File: config.mk
export PLATFORM = sky130hd
export DESIGN_NAME = uart_loopback_router
export DESIGN_NICKNAME = d
export VERILOG_FILES = /design/src/rtl/uart_loopback_router.sv
export SDC_FILE = /design/constraint.sdc
export NUM_CORES = 1
export LEC_CHECK = 0
export BUFFER_PORTS_ARGS = -buffer_cell sky130_fd_sc_hd__buf_2
export CAP_MARGIN = 25
export CORE_AREA = 5 5 87 89
export CTS_CLUSTER_DIAMETER = 150
export DETAILED_ROUTE_END_ITERATION = 10
export DIE_AREA = 0 0 92 94
export GPL_ROUTABILITY_DRIVEN = 0
export PLACE_DENSITY = 0.77
export SLEW_MARGIN = 20
export SYNTH_ARGS = -nofsm -noshare
export SYNTH_HDL_FRONTEND = slang
export SYNTH_SLANG_ARGS = --single-unit
File: constraint.sdc
create_clock -name PCLK -period 1.65 [get_ports PCLK]
set_clock_uncertainty 0.15 [all_clocks]
set_input_delay 0.33 -clock PCLK [delete_from_list [all_inputs] [get_ports PCLK]]
set_output_delay 0.33 -clock PCLK [all_outputs]
set_load 0.02 [all_outputs]
File: src/rtl/uart_loopback_router.sv
// APB-programmable TX->RX crossbar for NCH UART instances with per-channel
// fault injection, falling-edge counting and sticky break detection.
module uart_loopback_router #(
  parameter int NCH          = 2,
  parameter int SYNC_STAGES  = 2,
  parameter int BREAK_CYCLES = 1024
) (
  input  logic           PCLK,
  input  logic           PRESETN,
  input  logic           PSEL,
  input  logic           PENABLE,
  input  logic           PWRITE,
  input  logic [4:0]     PADDR,
  input  logic [7:0]     PWDATA,
  output logic [7:0]     PRDATA,
  output logic           PREADY,
  output logic           PSLVERR,
  input  logic [NCH-1:0] TX_IN,
  output logic [NCH-1:0] RX_OUT,
  output logic           IRQ
);

  localparam int            CW      = $clog2(BREAK_CYCLES + 1);
  localparam logic [CW-1:0] BRK_MAX = CW'(BREAK_CYCLES);
  localparam logic [CW-1:0] BRK_PRE = CW'(BREAK_CYCLES - 1);

  typedef enum logic [1:0] {
    MODE_PASS = 2'd0,
    MODE_LOW  = 2'd1,
    MODE_HIGH = 2'd2,
    MODE_INV  = 2'd3
  } mode_e;

  logic [2:0]       ch_s;
  logic [1:0]       reg_s;
  logic             ch_ok_s;
  logic             wr_s;
  logic [NCH-1:0]   sync_q [SYNC_STAGES];
  logic [7:0]       s_pad_s;
  logic [NCH-1:0]   brk_en_s;
  logic [7:0][7:0]  chan_rd_s;
  logic             irq_q;
  logic             irq_d;

  // Line value selected by one CTRL byte; disabled or out-of-range sources idle high.
  function automatic logic route_bit(input logic [7:0] ctrl, input logic [7:0] s_pad);
    logic v;
    v = s_pad[ctrl[2:0]];
    if (!ctrl[7]) begin
      route_bit = 1'b1;
    end else if ({1'b0, ctrl[2:0]} >= 4'(NCH)) begin
      route_bit = 1'b1;
    end else begin
      case (mode_e'(ctrl[4:3]))
        MODE_PASS: route_bit = v;
        MODE_LOW:  route_bit = 1'b0;
        MODE_HIGH: route_bit = 1'b1;
        MODE_INV:  route_bit = ~v;
        default:   route_bit = 1'b1;
      endcase
    end
  endfunction

  assign ch_s    = PADDR[4:2];
  assign reg_s   = PADDR[1:0];
  assign ch_ok_s = ({1'b0, ch_s} < 4'(NCH));
  assign wr_s    = PSEL & PENABLE & PWRITE & ch_ok_s;
  assign s_pad_s = 8'(sync_q[SYNC_STAGES-1]);
  assign PREADY  = 1'b1;
  assign PSLVERR = PSEL & PENABLE & ~ch_ok_s;

  // TX synchroniser chain, idles high so a reset never looks like a start bit
  always_ff @(posedge PCLK or negedge PRESETN) begin
    if (!PRESETN) begin
      for (int i = 0; i < SYNC_STAGES; i++) begin
        sync_q[i] <= '1;
      end
    end else begin
      sync_q[0] <= TX_IN;
      for (int i = 1; i < SYNC_STAGES; i++) begin
        sync_q[i] <= sync_q[i-1];
      end
    end
  end

  for (genvar c = 0; c < NCH; c++) begin : g_ch
    logic [7:0]    ctrl_q;
    logic [7:0]    ctrl_d;
    logic          brk_q;
    logic          brk_d;
    logic [7:0]    edges_q;
    logic [7:0]    edges_d;
    logic [CW-1:0] low_q;
    logic [CW-1:0] low_d;
    logic          rx_q;
    logic          rx_d;
    logic          rx_prev_q;
    logic          sel_s;
    logic          fall_s;
    logic          set_s;
    logic          clr_s;

    assign sel_s  = wr_s && (ch_s == 3'(c));
    assign fall_s = rx_prev_q & ~rx_q;
    assign set_s  = ~rx_q & (low_q == BRK_PRE);
    assign clr_s  = sel_s && (reg_s == 2'd1) && PWDATA[0];

    // Next-state for the channel: route, control, break monitor and edge count
    always_comb begin
      rx_d = route_bit(ctrl_q, s_pad_s);
      if (sel_s && (reg_s == 2'd0)) begin
        ctrl_d = PWDATA & 8'hDF;
      end else begin
        ctrl_d = ctrl_q;
      end
      if (rx_q) begin
        low_d = {CW{1'b0}};
      end else if (low_q == BRK_MAX) begin
        low_d = low_q;
      end else begin
        low_d = low_q + CW'(1);
      end
      brk_d = set_s | (brk_q & ~clr_s);
      if (sel_s && (reg_s == 2'd2)) begin
        edges_d = 8'h00;
      end else if (fall_s && (edges_q != 8'hFF)) begin
        edges_d = edges_q + 8'd1;
      end else begin
        edges_d = edges_q;
      end
    end

    // Channel state registers; the RX line and its history reset to idle high
    always_ff @(posedge PCLK or negedge PRESETN) begin
      if (!PRESETN) begin
        ctrl_q    <= 8'h00;
        brk_q     <= 1'b0;
        edges_q   <= 8'h00;
        low_q     <= {CW{1'b0}};
        rx_q      <= 1'b1;
        rx_prev_q <= 1'b1;
      end else begin
        ctrl_q    <= ctrl_d;
        brk_q     <= brk_d;
        edges_q   <= edges_d;
        low_q     <= low_d;
        rx_q      <= rx_d;
        rx_prev_q <= rx_q;
      end
    end

    assign RX_OUT[c]    = rx_q;
    assign brk_en_s[c]  = brk_q & ctrl_q[6];
    assign chan_rd_s[c] = (reg_s == 2'd0) ? ctrl_q :
                          (reg_s == 2'd1) ? {6'b000000, rx_q, brk_q} :
                          (reg_s == 2'd2) ? edges_q : 8'h00;
  end

  for (genvar c = NCH; c < 8; c++) begin : g_pad
    assign chan_rd_s[c] = 8'h00;
  end

  assign irq_d = |brk_en_s;

  // Registered interrupt from the enabled break flags
  always_ff @(posedge PCLK or negedge PRESETN) begin
    if (!PRESETN) begin
      irq_q <= 1'b0;
    end else begin
      irq_q <= irq_d;
    end
  end

  assign IRQ = irq_q;

  // Combinational APB read mux, quiet when not selected
  always_comb begin
    if (PSEL && ch_ok_s) begin
      PRDATA = chan_rd_s[ch_s];
    end else begin
      PRDATA = 8'h00;
    end
  end

endmodule

==> out/metrics.csv <==
metric;value;unit
status;finished with violations;
violations in the final reports;negative setup slack;
met1 GRT Util;26.1;%
count of buffers inserted at the top-level ports;30;
portion of netlist area occupied by mux cells;11.0;%
Yosys reg bits;63;
data required time of the critical path;1.17;ns
Tmin final;2.01;ns
fin cells;498;
cell count after placement;465;
fmax;499;MHz
Die W;92;um
diodes inserted;0;
leakage power of the design;2.01;nW
Post-synth EDFFs;0;
Detail Route Antenna Nets;0;
detailed-route wire length per cell;17.8;um
Pins Over Slew Limit;0;
combined area of all synthesized cells;3280;um^2
GRT overflow;0;
share of synthesized area occupied by flip-flops and latches;48.4;%
maximum number of pins on one net before global-route repair;64;
critical path arrival;1.53;ns
area post-placement;3980;um^2
Iteration-0 DRC Markers;163;
MaxCap Viol Count;0;
Util after Layout;67.1;%
overall power of the completed layout;4.94;mW
total number of vias;2871;
number of H-tree branching levels;3;
Synth async-reset ratio;100;%
Cell Rows;30;
share of the clock period used by the worst path after layout;122;%
prevailing post-synth register cell;dfrtp_1;
overall die area;8650;um^2
area added between synthesis and finish;36.7;%
Clk pin slew, worst setup/hold paths;0.07;ns
area share of the largest cell type after synthesis;42.0;%
maximum count of clock buffers along a single path;2;
Setup Crit Path Kind;register to output port;
Via density;5.77;
total nets after synthesis;333;
number of warnings issued by yosys;0;
number of filler instances in the final layout;477;
setup slack of the worst register-to-register path;-0.14;ns
root buf cell;clkbuf_8;
final-stage net count;439;
final setup violation count;13;
average instance area after synthesis;10.7;um^2
pre-CTS setup slack;-0.254;ns
antenna violations before repair;0;
Max stage delay on crit path;0.49;ns
TritonCTS clock tree;yes;
cell area after layout;4480;um^2
power density over the cells;1100;nW/um^2
Pre-antenna DRT Iters;4;
vias in the first global route;2921;
worst setup slack after layout;-0.356;ns
global routing usage on met2;35.9;%
leading cell type in the layout, fill and taps excluded;buf_4;
global routing usage on met3;5.85;%
total wire length after detailed routing;8.86;mm
dominant combinational cell family by area after synthesis;simple AND/OR/NAND/NOR gates;
kind of end point of the critical path;output port;
number of buffers inserted during clock tree synthesis;9;
synth unique cells;48;
worst vdd rail ir drop;886;uV
number of endpoints with negative hold slack in the final report;0;
peak fanout along the critical path;2;
Sink Count;63;
first-pass GRT wire length;14.3;mm
boundary pin count;33;
area fraction in compound gates after synthesis;7.29;%
Post-Synthesis Cells;307;
critical path cell sequence;mux4_2, and3_4, buf_6;
worst skew pair latency;0.34;ns
most frequent cells in the layout;68 x buf_4, 54 x dfrtp_1, 38 x nor2_1;
dpl hpwl;5.73;mm
Slowest cell on crit path;mux4_2;
aggregate global-route resource usage;21.0;%
starting density of the core;49.1;%
share of post-route cells with drive strength above 1;44.0;%
fraction of the mapped netlist area in simple logic gates;21.3;%
DRC violations left;0;
unrepaired setup endpoints after global routing;true;
top area cells in the synthesized netlist;dfrtp_1 42%, dfstp_2 6.4%, mux2_2 4.8%;
layer with the highest usage;met2;
type of the tightest min-delay check;input pin to register;
post-synthesis adder-cell area fraction;2.29;%
fraction of synthesized cell area in xor and xnor cells;6.41;%
CP startpoint kind;register;
core region area;6680;um^2
Die Y;94;um
area leader, netlist;dfrtp_1;
[kinds of logic after synthesis]
| logic type | Yosys count |
|---|---|
| XOR/XNOR | 24 |
| other | 1 |
| AO/OA/AOI/OAI | 37 |
| adder cells (fa/ha/maj) | 6 |
| buffers and inverters | 22 |
| flip-flops | 63 |
| AND/OR/NAND/NOR | 126 |
| multiplexers | 28 |
[path summary, 6_finish.rpt]
kind	start	to	cells after the start
max	g_ch[1].edges_q[4]$_DFFE_PN0P_	PRDATA[4]	3
min	PWDATA[4]	g_ch[0].ctrl_q[4]$_DFFE_PN0P_	2
max reg2reg	g_ch[0].edges_q[1]$_DFFE_PN0P_	g_ch[0].edges_q[7]$_DFFE_PN0P_	6
min reg2reg	sync_q[3]$_DFF_PN1_	s_pad_s[1]$_DFF_PN1_	0
max in group asynchronous	PRESETN	g_ch[1].rx_q$_DFF_PN1_	3
min in group asynchronous	PRESETN	g_ch[1].ctrl_q[1]$_DFFE_PN0P_	3
[cell usage after synthesis (all sizes together) (3+ instances only)]
master  count
dfrtp      55
nor2       39
nand3      16
xor2       16
mux2       14
nor3       14
nand2      13
a21oi      12
inv        11
and3       10
mux2i       9
dfstp       8
nand4       8
o21ai       8
xnor2       8
buf         7
ha          6
mux4        5
clkbuf      4
o31ai       4
or3         4
a22oi       3
and2        3
nor2b       3
nor4        3
nor4b       3
o211ai      3
[final cells by class]
type                    count  area (um^2)  share of cell area [%]
flip-flops and latches     63         1590                    35.4
inverters                  11         41.3                   0.922
clock buffers              13          159                    3.55
multi-input cells         222         1750                    39.0
clock inverters             3         17.5                   0.391
well taps                  80          100                    2.23
repair buffers            106          828                    18.5
[sequential cells by signal, indices dropped and copies added (netlist names)]
register        flops
g_ch.low_q         22
g_ch.edges_q       16
g_ch.ctrl_q        14
g_ch.brk_q          2
g_ch.rx_prev_q      2
g_ch.rx_q           2
s_pad_s             2
sync_q              2
IRQ                 1
[report_power, final]
| part | total [mW] | switching [mW] | internal [mW] |
|---|---|---|---|
| combinational | 1.75 | 0.848 | 0.901 |
| sequential | 1.99 | 0.203 | 1.79 |
| clock | 1.20 | 0.580 | 0.623 |
| total | 4.94 | 1.63 | 3.31 |
[metrics by stage]
| step | hold slack [ns] | setup TNS [ns] |
|---|---|---|
| detailed placement | 0.199 | -3.39 |
| CTS | 0.0809 | -2.65 |
| finish | 0.0861 | -2.69 |
| floorplan | -0.116 | -0.00142 |
| global route | 0.0829 | -3.73 |
| global placement | 0.197 | -2.45 |
[routing by layer]
metal | wire length, um | up-vias
li1 | - | 1315
met2 | 4460 | 101
met5 | 0 | -
met4 | 243 | 0
met3 | 449 | 25
met1 | 3710 | 1430
[critical path, delay by kind of cell, from the launching register on]
family	cells	cell delay, ns
AND/OR/NAND/NOR	1	0.17
buffers and inverters	1	0.12
multiplexers	1	0.49
flip-flops	1	0.41
[what timing repair did]
item                                    in CTS  in global routing
endpoints found under the setup margin      16                 28
gates resized for setup                     38                 17
pin swaps                                   15                 16
setup buffers                                8                 11
gates cloned                                 0                  0
hold buffers                                 3                  0
endpoints found under the hold margin       57                  0
No activity file was read; power rests on OpenSTA's default activity.
